[config.mk]
export PLATFORM = sky130hd
export DESIGN_NAME = gray_to_binary_dec
export DESIGN_NICKNAME = d
export VERILOG_FILES = /design/src/rtl/gray_to_binary_dec.sv
export SDC_FILE = /design/constraint.sdc
export NUM_CORES = 1
export LEC_CHECK = 0
export ABC_AREA = 1
export CAP_MARGIN = 20
export CORE_ASPECT_RATIO = 1.5
export CORE_MARGIN = 8
export CORE_UTILIZATION = 49
export CTS_CLUSTER_SIZE = 40
export DETAILED_ROUTE_END_ITERATION = 6
export PLACE_DENSITY = 0.75
export REMOVE_ABC_BUFFERS = 1
export SLEW_MARGIN = 20
export SYNTH_ARGS = -nofsm -noshare
export SYNTH_HDL_FRONTEND = slang
export SYNTH_SLANG_ARGS = --single-unit
[constraint.sdc]
create_clock -name clk_in -period 2.1 [get_ports clk_in]
set_clock_uncertainty 0.1 [all_clocks]
set_input_delay 0.42 -clock clk_in [delete_from_list [all_inputs] [get_ports clk_in]]
set_output_delay 0.42 -clock clk_in [all_outputs]
set_load 0.02 [all_outputs]
[src/rtl/gray_to_binary_dec.sv]
// Registered Gray-to-binary decoder with valid/ready handshake on both sides and a
// step monitor that reports count direction and counts illegal jumps between words.
module gray_to_binary_dec #(
   parameter int WIDTH = 3,
   parameter int ERR_W = 8
) (
   input  logic             clk_in,
   input  logic             rst_n_in,
   input  logic             g_valid_in,
   output logic             g_ready_out,
   input  logic [0:WIDTH-1] g_in,
   output logic             b_valid_out,
   input  logic             b_ready_in,
   output logic [0:WIDTH-1] b_out,
   output logic             dir_out,
   output logic             step_err_out,
   output logic [ERR_W-1:0] err_cnt_out
);

   localparam logic [0:0]       S_NO_HIST = 1'b0;
   localparam logic [0:0]       S_TRACK   = 1'b1;
   localparam logic [0:WIDTH-1] STEP_UP   = WIDTH'(1);
   localparam logic [0:WIDTH-1] STEP_DN   = '1;

   logic [0:0]       r_state;
   logic [0:WIDTH-1] r_prev;
   logic [0:WIDTH-1] r_b;
   logic             r_b_valid;
   logic             r_dir;
   logic             r_step_err;
   logic [ERR_W-1:0] r_err_cnt;

   logic [0:WIDTH-1] w_bin;
   logic [0:WIDTH-1] w_diff;
   logic             w_step_ok;
   logic             w_accept;
   logic             w_transfer;

   // Each binary bit is the XOR of all Gray bits from the MSB down to it.
   genvar gi;
   generate
      for (gi = 0; gi < WIDTH; gi++) begin : g_dec
         assign w_bin[gi] = ^g_in[0:gi];
      end
   endgenerate

   assign w_diff     = w_bin - r_prev;
   assign w_step_ok  = (w_diff == '0) || (w_diff == STEP_UP) || (w_diff == STEP_DN);
   assign g_ready_out = !r_b_valid || b_ready_in;
   assign w_accept   = g_valid_in && g_ready_out;
   assign w_transfer = r_b_valid && b_ready_in;

   always_ff @(posedge clk_in or negedge rst_n_in) begin
      if (!rst_n_in) begin
         r_state    <= S_NO_HIST;
         r_prev     <= '0;
         r_b        <= '0;
         r_b_valid  <= 1'b0;
         r_dir      <= 1'b1;
         r_step_err <= 1'b0;
         r_err_cnt  <= '0;
      end else if (w_accept) begin
         r_b       <= w_bin;
         r_b_valid <= 1'b1;
         r_prev    <= w_bin;
         r_state   <= S_TRACK;
         if (r_state == S_NO_HIST) begin
            r_dir      <= 1'b1;
            r_step_err <= 1'b0;
         end else begin
            // A bad step still updates prev so the monitor resynchronises.
            r_step_err <= !w_step_ok;
            if (w_diff == STEP_UP) begin
               r_dir <= 1'b1;
            end else if (w_diff == STEP_DN) begin
               r_dir <= 1'b0;
            end
            if (!w_step_ok && (r_err_cnt != '1)) begin
               r_err_cnt <= r_err_cnt + ERR_W'(1);
            end
         end
      end else if (w_transfer) begin
         r_b_valid <= 1'b0;
      end
   end

   assign b_out        = r_b;
   assign b_valid_out  = r_b_valid;
   assign dir_out      = r_dir;
   assign step_err_out = r_step_err && r_b_valid;
   assign err_cnt_out  = r_err_cnt;

endmodule

[After elaboration in Yosys (flattened, before gate mapping)]
Cells that the tools add are included.
Word-level totals
  register bits: 15
  input bits: 7
  output and inout bits: 15
  logic and storage cells: 33
Operators by class
  add/sub/neg operators: 2
  equality and inequality tests: 4
  muxes and demuxes: 6
  reductions and logical operators: 15
Operators by type and width (number)
  $add 8x1->8 const B: 1
  $ne 8x8->1 const B: 1
  $mux 1: 6
  $logic_and 1x1->1: 4
  $eq 3x1->1 const B: 1
  $eq 3x3->1 const B: 1
  $logic_not 3->1: 1
  $logic_or 1x1->1: 3
  $ne 3x1->1 const B: 1
  $reduce_and 3->1: 1
  $reduce_xor 3->1: 1
  $sub 3x3->3: 1
  $logic_not 1->1: 2
  $reduce_and 2->1: 1
  $reduce_bool 2->1: 1
  $reduce_xor 2->1: 1

[Longest topological paths before layout]
Gate-level depths: netlist (run 1).
  depth in word-level cells: 8
  depth in mapped cells: 12
  mapped depth without buffers: 12

[Worst setup path before layout (run 1)]
No wires, ideal clock.
  path kind: input port to flip-flop
  start: in g_in[1] in the netlist's numbering
  end: reg r_err_cnt[7], in the netlist err_cnt_out[7]
  setup time: 0.065 ns
  arrival: 2.162 ns
  required time: 1.935 ns
  slack: -0.228 ns
  stages on the path: 11
  buffers on the path: 0
  path through: xor2_1 xnor2_1 ha_1 inv_1 fa_1 inv_1 nor2_1 nand2_2 nand4_4 nand2_1 nand2_1
On the way
  cells in the longest elaborated chain, start to end: 8
  elaborated cells on any way between the ends: 11
  classes of those cells: add/sub: 1; eq/ne: 2; reduce/logical: 8
Ends and longest elaborated chain
  from (decl): line 11  | input logic [0:WIDTH-1] g_in,
  $reduce_xor 3->1 or $reduce_xor 2->1 (tied branches): line 43  | assign w_bin[gi] = ^g_in[0:gi];
  $sub 3x3->3 (*): line 47  | assign w_diff = w_bin - r_prev;
  $eq 3x1->1 or $logic_not 3->1 (tied branches): line 48  | assign w_step_ok = (w_diff == '0) || (w_diff == STEP_UP) || (w_diff == STEP_DN);
  $logic_or 1x1->1: line 48
  $logic_or 1x1->1 (*): line 48
  $logic_not 1->1 (*): line 78  | if (!w_step_ok && (r_err_cnt != '1)) begin
  $logic_and 1x1->1 (*): line 78
  $reduce_and 3->1 (no line) (*)
  to (signal assigned): line 79  | r_err_cnt <= r_err_cnt + ERR_W'(1);
  to (decl): line 31  | logic [ERR_W-1:0] r_err_cnt;
Every way passes the cells marked *; elsewhere a longest branch is shown, timed or not.
A chain may end at the register's enable or synchronous reset.

[Worst setup path after layout (run 1)]
  start: in g_in[1] in the netlist's numbering
  end: reg r_err_cnt[5], in the netlist err_cnt_out[5]
On the way
  cells in the longest elaborated chain, start to end: 8
  elaborated cells on any way between the ends: 11
  classes of those cells: add/sub: 1; eq/ne: 2; reduce/logical: 8
Ends and longest elaborated chain
  $reduce_xor 2->1 (*): line 43
  named net w_bin, one bit: line 33  | logic [0:WIDTH-1] w_bin;
  $sub 3x3->3 (*): line 47
  $eq 3x1->1 or $logic_not 3->1 (tied branches): line 48
  $logic_or 1x1->1: line 48
  $logic_or 1x1->1 (*): line 48
  $logic_not 1->1 (*): line 78
  $logic_and 1x1->1 (*): line 78
  $reduce_and 3->1 (no line) (*)
Mark *: on every way through the listed nets, which the timed path passes. The rest lies on a longest branch.

==> reports/metrics.yaml, run 1 <==
power_mw: 1.31
antennaDiodeCount: 0
routabilityCongestion: 0.727
worstPathArrival_ns: 2.22
clock-root-buffer: "clkbuf_4"
critical_path.startpoint_type: "input pin"
die_w_um: 52.2
syn_area_per_cell_um2: 8.69
syn_to_final_growth_pct: 43.2
ys_types: 23
required_ns: 2.18
place_area_um2: 1270
first_pass_iters: 4
drt_wl_total_um: 2140
multiInputGateArea_um2: 573
holdCritPathClass: "input pin to asynchronous set/reset pin"
syn_inst: 111
slew_viol_final: 0
worstSkewPairLatency_ns: 0.28
synth_top_area_share_pct: 36.3
fin_crit_ns: 2.15
outcome: "finished, violations left"
clk_pin_slew_ns: 0.08
reg2reg_slack_ns: 0.16
cts_tree: "built"
overflow: 0
drv_cap: 0
syn_area_um2: 965
fin_nets: 158
hold_viol: 0
io_buffers: 21
fmax_ghz: 0.466
r2r_start: "b_out[2]$_DFFE_PN0P_"
startpoint: "g_in[1]"
cp_max_fo: 8
powerDensity_nw_per_um2: 947
p_leak_nw: 0.687
maxSlewHeadroom_pct: 83.9
antenna_found_initial: 0
postLayoutCoreUtil_pct: 74.5
cts_buffer_depth: 2
grtUsageTotal_pct: 13.0
htreeDepth: 1
period_share_pct: 102
synthTopCellsByArea: "dfrtp_1 36%, nand2_1 14%, inv_1 6.6%"
r2r_end: "err_cnt_out[5]$_DFFE_PN0P_"
ys_seq_area_share_pct: 39.0
worstRegToRegCells: 10
layout_setup_ws_ns: -0.0477
rsz0062_at_grt: "yes"
fillCellCount: 141
drtIter0Drc: 20
die_area_um2: 3670
timing_worst_slew_pin_value_ns: 0.242
synth-seq-cells: 15
placementRows: 19
yosysWarnings: 0
layout-drive-gt1-share_pct: 31.3
vdd_drop_max_v: 0.000775
finalInstanceArea_um2: 1380
violations: "setup timing"
routed_via_density: 5.13
drtAntennaViolNets: 0
setup_violations: 8
die_h_um: 70.3
grt_pass1_vias: 882
core_area_um2: 1850
remaining_drc_errors: 0
cts.sinks: 15
crit_path_end_kind: "register"
io_pins: 22
yosys.area.top_type: "dfrtp_1"
wl_per_cell_um: 12.7
dp_hpwl_um: 1700
path_class: "input pin to register"
routed-via-count: 861
grt_max_degree: 16
cts_buffers: 3
ff_latch_area_um2: 377
grt_pass1_wl_um: 3900
initial_core_util_pct: 52.0
-- layout by cell type (no fill, tap or decap), types with 2 or more instances in the layout --
| master | n |
|---|---|
| nand2_2 | 8 |
| nand2_4 | 4 |
| nand2_1 | 30 |
| nor2_4 | 2 |
| nand3_2 | 2 |
| clkbuf_4 | 3 |
| nand4_1 | 9 |
| buf_4 | 8 |
| dfrtp_1 | 14 |
| buf_6 | 3 |
| buf_8 | 2 |
| xor2_1 | 3 |
| clkdlybuf4s50_1 | 17 |
| nand3_4 | 2 |
| inv_2 | 2 |
| o21ai_0 | 4 |
| inv_1 | 15 |
-- critical path, cell delays in order --
cell     delay [ns]
buf_8          0.10
xor2_4         0.18
xnor2_2        0.16
ha_2           0.20
inv_2          0.04
fa_2           0.54
inv_2          0.05
buf_6          0.11
nand3_4        0.07
nand4_4        0.17
nand2_2        0.12
nand2_2        0.05
-- flip-flops by register name, indices dropped and copies added (netlist names) --
name and cells:
r_state 1, b_valid_out 1, err_cnt_out 8, b_out 3, r_step_err 1, dir_out 1
-- per-layer routing --
metal | up-vias | routed length, µm | GRT usage [%]
li1 | 426 | - | -
met1 | 415 | 806 | 13.9
met2 | 16 | 1190 | 23.2
met3 | 4 | 120 | 3.60
met4 | 0 | 22 | 4.34
met5 | - | 0 | 0
-- cells in the mapped netlist --
master and count:
nand3_1 1, nand2_4 3, nand4_1 9, nor2_1 2, o21ai_1 1, nand3_2 2
a21oi_4 1, xor2_1 4, xnor2_1 2, nand4_4 1, fa_1 1, nand2_1 35
ha_1 2, o21ai_0 4, nand2_2 4, nor2_4 2, buf_6 1, inv_1 17
nand3b_1 1, o21ai_2 1, dfrtp_1 14, dfstp_2 1, nand3_4 2
-- stage by stage --
step                hold slack [ns]  worst slack, ns  std cells  setup TNS [ns]
floorplan                    0.0244           -0.252        110           -2.41
global placement              0.368           -0.744        163           -7.24
detailed placement            0.366           -0.841        163           -8.15
CTS                           0.359          -0.0587        168          -0.382
global route                  0.367           -0.153        168           -1.31
finish                        0.350          -0.0477        168          -0.273
-- cells by family (layout without fill, tap and decap cells) --
family	Yosys count	after routing	synth area share [%]
AO/OA/AOI/OAI	7	8	5.19
flip-flops	15	15	39.0
buffers and inverters	18	53	7.78
adder cells (fa/ha/maj)	3	3	4.67
XOR/XNOR	6	6	5.45
AND/OR/NAND/NOR	62	62	37.9
-- how the worst max path moves through the flow --
stage	to	slack (ns)	cells past startpoint
2_1_floorplan	err_cnt_out[7]$_DFFE_PN0P_	-0.25	11
3_3_place_gp	err_cnt_out[5]$_DFFE_PN0P_	-0.74	12
3_5_place_dp	err_cnt_out[5]$_DFFE_PN0P_	-0.84	12
4_1_cts	err_cnt_out[0]$_DFFE_PN0P_	-0.06	13
5_1_grt	err_cnt_out[5]$_DFFE_PN0P_	-0.15	13
6_report	err_cnt_out[5]$_DFFE_PN0P_	-0.05	12
-- where the power goes --
part	switching [mW]	internal (mW)	leakage (nW)
clock	0.0859	0.0737	0.0150
sequential	0.0821	0.367	0.186
combinational	0.369	0.331	0.486
total	0.537	0.772	0.687
-- area by class of cell --
class,count,share of cell area (%)
timing repair buffer,32,22.8
multi-input combinational,79,41.5
sequential,15,27.3
tap,21,1.90
clock buffer,4,1.90
inverter,17,4.62
-- timing repair --
action,4_1_cts,5_1_grt
setup buffers,0,0
hold buffers,0,0
cloned,1,0
pin swaps,13,15
setup endpoints to repair,10,11
resized for setup,22,11
(Power assumes the default switching activity.)
==> run 2, diff against run 1 <==
==> constraint.sdc (replaced) <==
create_clock -name clk_in -period 2.4 [get_ports clk_in]
set_clock_uncertainty 0.1 [all_clocks]
set_input_delay 0.48 -clock clk_in [delete_from_list [all_inputs] [get_ports clk_in]]
set_output_delay 0.48 -clock clk_in [all_outputs]
set_load 0.02 [all_outputs]
==> run 2 against run 1 <==
Effect of this change: the run now ends clean; clock power fell by 11%; register-to-register slack gained 0.25 ns; total power fell by 10%; critical path depth did not move; final area is 1.4% higher; via count is 8.1% higher.
==> reports/metrics.yaml, run 2 (synthesis gave the netlist of run 1 again) <==
reg2reg_slack_ns: 0.41  # +0.25 ns
crit_path_end_kind: "register"
hold_viol: 0  # unchanged
critPathMostFrequentCell: "inv_2"
required_ns: 2.47  # +0.29 ns
die_area_um2: 3670  # unchanged
clock-root-buffer: "clkbuf_4"
holdCritPathClass: "register to register"
slowest_delay_ns: 0.52  # -0.02 ns
dp_hpwl_um: 1690  # -0.69%
path_class: "input pin to register"
rsz0062_at_grt: "no"
route.top_layer_used: "met4"
placementRows: 19  # unchanged
period_share_pct: 94.5
routed_via_density: 5.26  # +2.6%
cts_buffers: 3  # unchanged
finalInstanceArea_um2: 1400  # +1.4%
powerDensity_nw_per_um2: 840  # -11%
core_area_um2: 1850  # unchanged
grt_pass1_wl_um: 4370  # +12%
met2_length_um: 1430  # +21%
first_pass_iters: 4  # unchanged
remaining_drc_errors: 0  # unchanged
critical_path.startpoint_type: "input pin"
io_pins: 22  # unchanged
path_cells: "clkbuf_2 > xor2_2 > xnor2_2 > ha_2 > inv_2 > fa_2 > inv_2 > buf_4 > nand3_4 > nand4_4 > nand2_2 > nand2_1"
path_buf_inv: 4  # unchanged
layout-drive-gt1-share_pct: 33.3  # +2.0 points
maxSlewHeadroom_pct: 54.9  # -29 points
die_w_um: 52.2  # unchanged
initial_core_util_pct: 52.0  # unchanged
mostFrequentLayoutCell: "nand2_1"
drv_cap: 0  # unchanged
place_area_um2: 1250  # -1.8%
final_cell_mix: "32 x nand2_1, 20 x buf_4, 18 x clkdlybuf4s50_1"
route.met3.wl_um: 119  # -0.83%
largest_register_ffs: 8  # unchanged
timing_worst_slew_pin_value_ns: 0.675  # +0.433 ns
cts_tree: "built"
wl_per_cell_um: 14.3  # +13%
antenna_found_initial: 0  # unchanged
fmax_ghz: 0.441
cp_top_family: "adder cells"
whs_path_depth: 2
met1_length_um: 901  # +12%
drtAntennaViolNets: 0  # unchanged
fillCellCount: 145  # +2.8%
clk_pin_slew_ns: 0.08  # about the same
drt_wl_total_um: 2530  # +19%
cts.sinks: 15  # unchanged
antennaDiodeCount: 0  # unchanged
worstSkewPairLatency_ns: 0.28  # about the same
vdd_drop_max_v: 0.000576  # -26%
grtUsageTotal_pct: 15.4  # +2.3 points
routabilityCongestion: 0.734  # +0.89%
routed-via-count: 931  # +8.1%
power_mw: 1.18  # -10%
htreeDepth: 1  # unchanged
cts_buffer_depth: 2  # unchanged
die_h_um: 70.3  # unchanged
grt_max_degree: 16  # unchanged
fin_crit_ns: 2.27
path_depth: 12  # unchanged
hold_slack_ns: 0.385  # +0.0343 ns
tns_ns: 0  # +0.273 ns
setup_violations: 0  # -8
drtIter0Drc: 41  # +110%
p_leak_nw: 0.721  # +5.0%
fin_nets: 167  # +5.7%
grt_pass1_vias: 1009  # +14%
cp_max_fo: 8  # unchanged
outcome: "complete, no violations"
critPathSlowestCell: "fa_2"
overflow: 0  # unchanged
worstRegToRegCells: 10  # unchanged
worstPathArrival_ns: 2.34  # +0.12 ns
io_buffers: 21  # unchanged
syn_to_final_growth_pct: 45.1
slew_viol_final: 0  # unchanged
## run 2: timing repair
action | CTS | global route
hold endpoints to repair | 0 | 0
cloned | 1 | 0
setup buffers | 11 | 1
pin swaps | 5 | 8
hold buffers | 0 | 0
gates resized for setup | 8 | 10
endpoints found under the setup margin | 10 | 11
## run 2: where the power goes
| group | internal, mW | switching, mW |
|---|---|---|
| Clock | 0.0646 | 0.0778 |
| Sequential | 0.321 | 0.0731 |
| Combinational | 0.304 | 0.336 |
## run 2: layer usage
layer  track usage (%)  vias up
met2              29.2       21
li1                  -      443
met4              8.96        0
met5                 0        -
met3              2.97        6
met1              13.8      461
## run 2: final cells by class
type,count,area [µm²],area share (%)
multi-input cells,79,554,39.6
repair buffers,41,353,25.2
flip-flops and latches,15,377,26.9
clock buffers,4,26.3,1.88
inverters,17,63.8,4.56
well taps,21,26.3,1.88
## run 2: through the flow
step                setup slack [ns]  instances  util (%)
finish                         0.131        177      75.5
global route                  0.0441        177      75.5
CTS                          0.00226        176      74.8
detailed placement            -0.554        160      67.4
global placement              -0.515        160      67.4
floorplan                    -0.0116        110         -
## run 2: path summary, 6_finish.rpt
path                                              end              startpoint
max                        err_cnt_out[0]$_DFFE_PN0P_                 g_in[1]
min                            r_step_err$_DFFE_PN0P_  r_step_err$_DFFE_PN0P_
max reg2reg                err_cnt_out[0]$_DFFE_PN0P_    b_out[2]$_DFFE_PN0P_
min reg2reg                    r_step_err$_DFFE_PN0P_  r_step_err$_DFFE_PN0P_
max in group asynchronous  err_cnt_out[2]$_DFFE_PN0P_                rst_n_in
min in group asynchronous  err_cnt_out[4]$_DFFE_PN0P_                rst_n_in
## run 2: worst reg2reg max path: cells and delay by family, from the launching register on
family	cells	cell delay, ns
flops	1	0.42
simple gates	5	0.42
buf+inv	3	0.28
fa+ha+maj	2	0.65
==> run 3, diff against run 2 <==
--- a/config.mk
+++ b/config.mk
@@ -8,7 +8,6 @@
 export ABC_AREA = 1
 export CAP_MARGIN = 20
 export CORE_ASPECT_RATIO = 1.5
-export CORE_MARGIN = 8
 export CORE_UTILIZATION = 49
 export CTS_CLUSTER_SIZE = 40
 export DETAILED_ROUTE_END_ITERATION = 6
==> run 3 against run 2 <==
Effect of this change: sequential cell count did not move; clock power increased by 3%; combinational power fell by 8.4%; final area down 6.3%; worst hold slack gained 0.0014 ns; total power shrank 4.6%; utilization shrank 3.8 points; critical endpoint is now g_ready_out; largest power group unchanged.
==> reports/metrics.yaml, run 3 (synthesis gave the netlist of run 1 again) <==
ff_latch_area_um2: 377  # unchanged
routed_via_density: 5.06  # -3.8%
setup_violations: 0  # unchanged
antennaDiodeCount: 0  # unchanged
worstSkewPairLatency_ns: 0.29  # about the same
outcome: "complete, no violations"
postLayoutCoreUtil_pct: 71.7  # -3.8 points
r2r_end: "err_cnt_out[7]$_DFFE_PN0P_"
io_buffers: 21  # unchanged
grt_pass1_wl_um: 3480  # -20%
layout-drive-gt1-share_pct: 26.9  # -6.4 points
routabilityCongestion: 0.714  # -2.7%
vdd_drop_max_v: 0.000495  # -14%
path_class: "input pin to output port"
cp_max_fo: 3  # -5
critical_path.startpoint_type: "input pin"
clock-root-buffer: "clkbuf_4"
place_area_um2: 1250  # unchanged
grtUsageTotal_pct: 23.1  # +7.7 points
placementRows: 19  # unchanged
startpoint: "b_ready_in"
cts.sinks: 15  # unchanged
mostFrequentLayoutCell: "nand2_1"
dp_hpwl_um: 1550  # -8.1%
critPathMostFrequentCell: "clkdlybuf4s50_1"
largest_register_ffs: 8  # unchanged
crit_end: "g_ready_out"
worstPathArrival_ns: 1.67  # -0.67 ns
cts_buffer_depth: 2  # unchanged
slowest_delay_ns: 0.61  # +0.09 ns
core_area_um2: 1830  # -1.3%
grt_pass1_vias: 815  # -19%
drtAntennaViolNets: 0  # unchanged
overflow: 0  # unchanged
reg2reg_slack_ns: 0.42  # about the same
switching_share_pct: 41.8  # +0.33 points
rsz0062_at_grt: "no"
timing_worst_slew_pin_value_ns: 0.696  # +0.0215 ns
syn_to_final_growth_pct: 36.1
required_ns: 1.82  # -0.65 ns
multiInputGateArea_um2: 552  # -0.45%
maxSlewHeadroom_pct: 53.4  # -1.4 points
hold_viol: 0  # unchanged
crit_path_end_kind: "output port"
path_cells: "clkdlybuf4s50_1 > inv_1 > nand2_2 > clkdlybuf4s50_1"
clk_pin_slew_ns: 0.09  # about the same
worstRegToRegCells: 10  # unchanged
fmax_ghz: 0.444  # +0.61%
cts_buffers: 3  # unchanged
comb_power_share_pct: 52.2  # -2.2 points
powerDensity_nw_per_um2: 855  # +1.7%
finalInstanceArea_um2: 1310  # -6.3%
slew_viol_final: 0  # unchanged
r2r_start: "b_out[2]$_DFFE_PN0P_"
grt_max_degree: 16  # unchanged
drtIter0Drc: 16  # -61%
routed-via-count: 840  # -9.8%
power.switching_mw: 0.469  # -3.9%
die_h_um: 56.3  # -20%
critPathSlowestCell: "clkdlybuf4s50_1"
intPower_mw: 0.654  # -5.2%
die_area_um2: 2150  # -41%
htreeDepth: 1  # unchanged
io_pins: 22  # unchanged
drt_wl_total_um: 2140  # -16%
drv_cap: 0  # unchanged
path_depth: 4  # -8
p_seq_share_pct: 34.8  # +1.3 points
remaining_drc_errors: 0  # unchanged
antenna_found_initial: 0  # unchanged
path_buf_inv: 3  # -1
initial_core_util_pct: 52.7  # +0.68 points
first_pass_iters: 4  # unchanged
period_share_pct: 93.9  # -0.58 points
holdCritPathClass: "register to register"
wl_per_cell_um: 12.9  # -10%
p_leak_nw: 0.664  # -7.9%
fin_crit_ns: 2.25  # -0.0138 ns
clkPwrFrac_pct: 13.0  # +0.9 points
fillCellCount: 141  # -2.8%
fin_nets: 156  # -6.6%
hold_slack_ns: 0.386  # +0.00145 ns
cts_tree: "built"
final_cell_mix: "33 x nand2_1, 18 x clkdlybuf4s50_1, 17 x inv_1"
die_w_um: 38.2  # -27%
cp_top_family: "buffers and inverters"
## run 3: cell count changes in the layout (fill, tap and decap cells not counted), sizes merged
cell / previous run / this run
buf: 21 / 10
clkbuf: 5 / 4
clkinv: 0 / 1
dlygate4sd2: 0 / 1
dlymetal6s2s: 1 / 0
## run 3: power by group through the flow
stage	Combinational (mW)	Clock, mW	Sequential, mW
after floorplan	0.250	0	0.452
after global placement	0.545	0	0.392
after detailed placement	0.563	0	0.393
after CTS	0.587	0.148	0.389
after global routing	0.637	0.154	0.401
final	0.586	0.146	0.390
## run 3: what timing repair did
action                     in CTS  in global routing
gates cloned                    1                  0
resized for setup              10                  6
setup endpoints to repair      10                 10
pin swaps                       6                  7
hold buffers                    0                  0
buffers inserted                1                  0
## run 3: layout make-up
type	count	area share (%)
clock inverter	1	0.381
multi-input combinational	79	42.0
tap	21	2.00
inverter	17	4.86
timing repair buffer	30	20.3
clock buffer	3	1.72
sequential	15	28.7
## run 3: stage by stage
step / cells / power [mW] / setup TNS, ns / setup slack, ns
floorplan: 110 / 0.703 / -0.0869 / -0.0116
global placement: 160 / 0.937 / -4.88 / -0.512
detailed placement: 160 / 0.956 / -5.77 / -0.601
CTS: 166 / 1.12 / 0 / 0.00924
global route: 166 / 1.19 / 0 / 0.0446
finish: 166 / 1.12 / 0 / 0.145
## run 3: worst min path at each step
stage | start | cells after the start | endpoint
3_3_place_gp | r_step_err$_DFFE_PN0P_ | 2 | r_step_err$_DFFE_PN0P_
3_5_place_dp | r_step_err$_DFFE_PN0P_ | 2 | r_step_err$_DFFE_PN0P_
5_1_grt | dir_out$_DFFE_PN1P_ | 2 | dir_out$_DFFE_PN1P_
4_1_cts | dir_out$_DFFE_PN1P_ | 2 | dir_out$_DFFE_PN1P_
6_report | r_step_err$_DFFE_PN0P_ | 2 | r_step_err$_DFFE_PN0P_
2_1_floorplan | rst_n_in | 0 | b_out[0]$_DFFE_PN0P_
## run 3: worst min-delay path: cells and delay by family, from the launching register on
family	cells	cell delay, ns
and+or+nand+nor	2	0.11
DFF	1	0.35
## run 3: metal layers
metal  GRT usage, %  wire [µm]  up-vias
met5              0          0        -
li1               -          -      420
met2           41.4       1220       18
met3           2.77         70        5
met1           24.7        808      397
met4           11.2         42        0
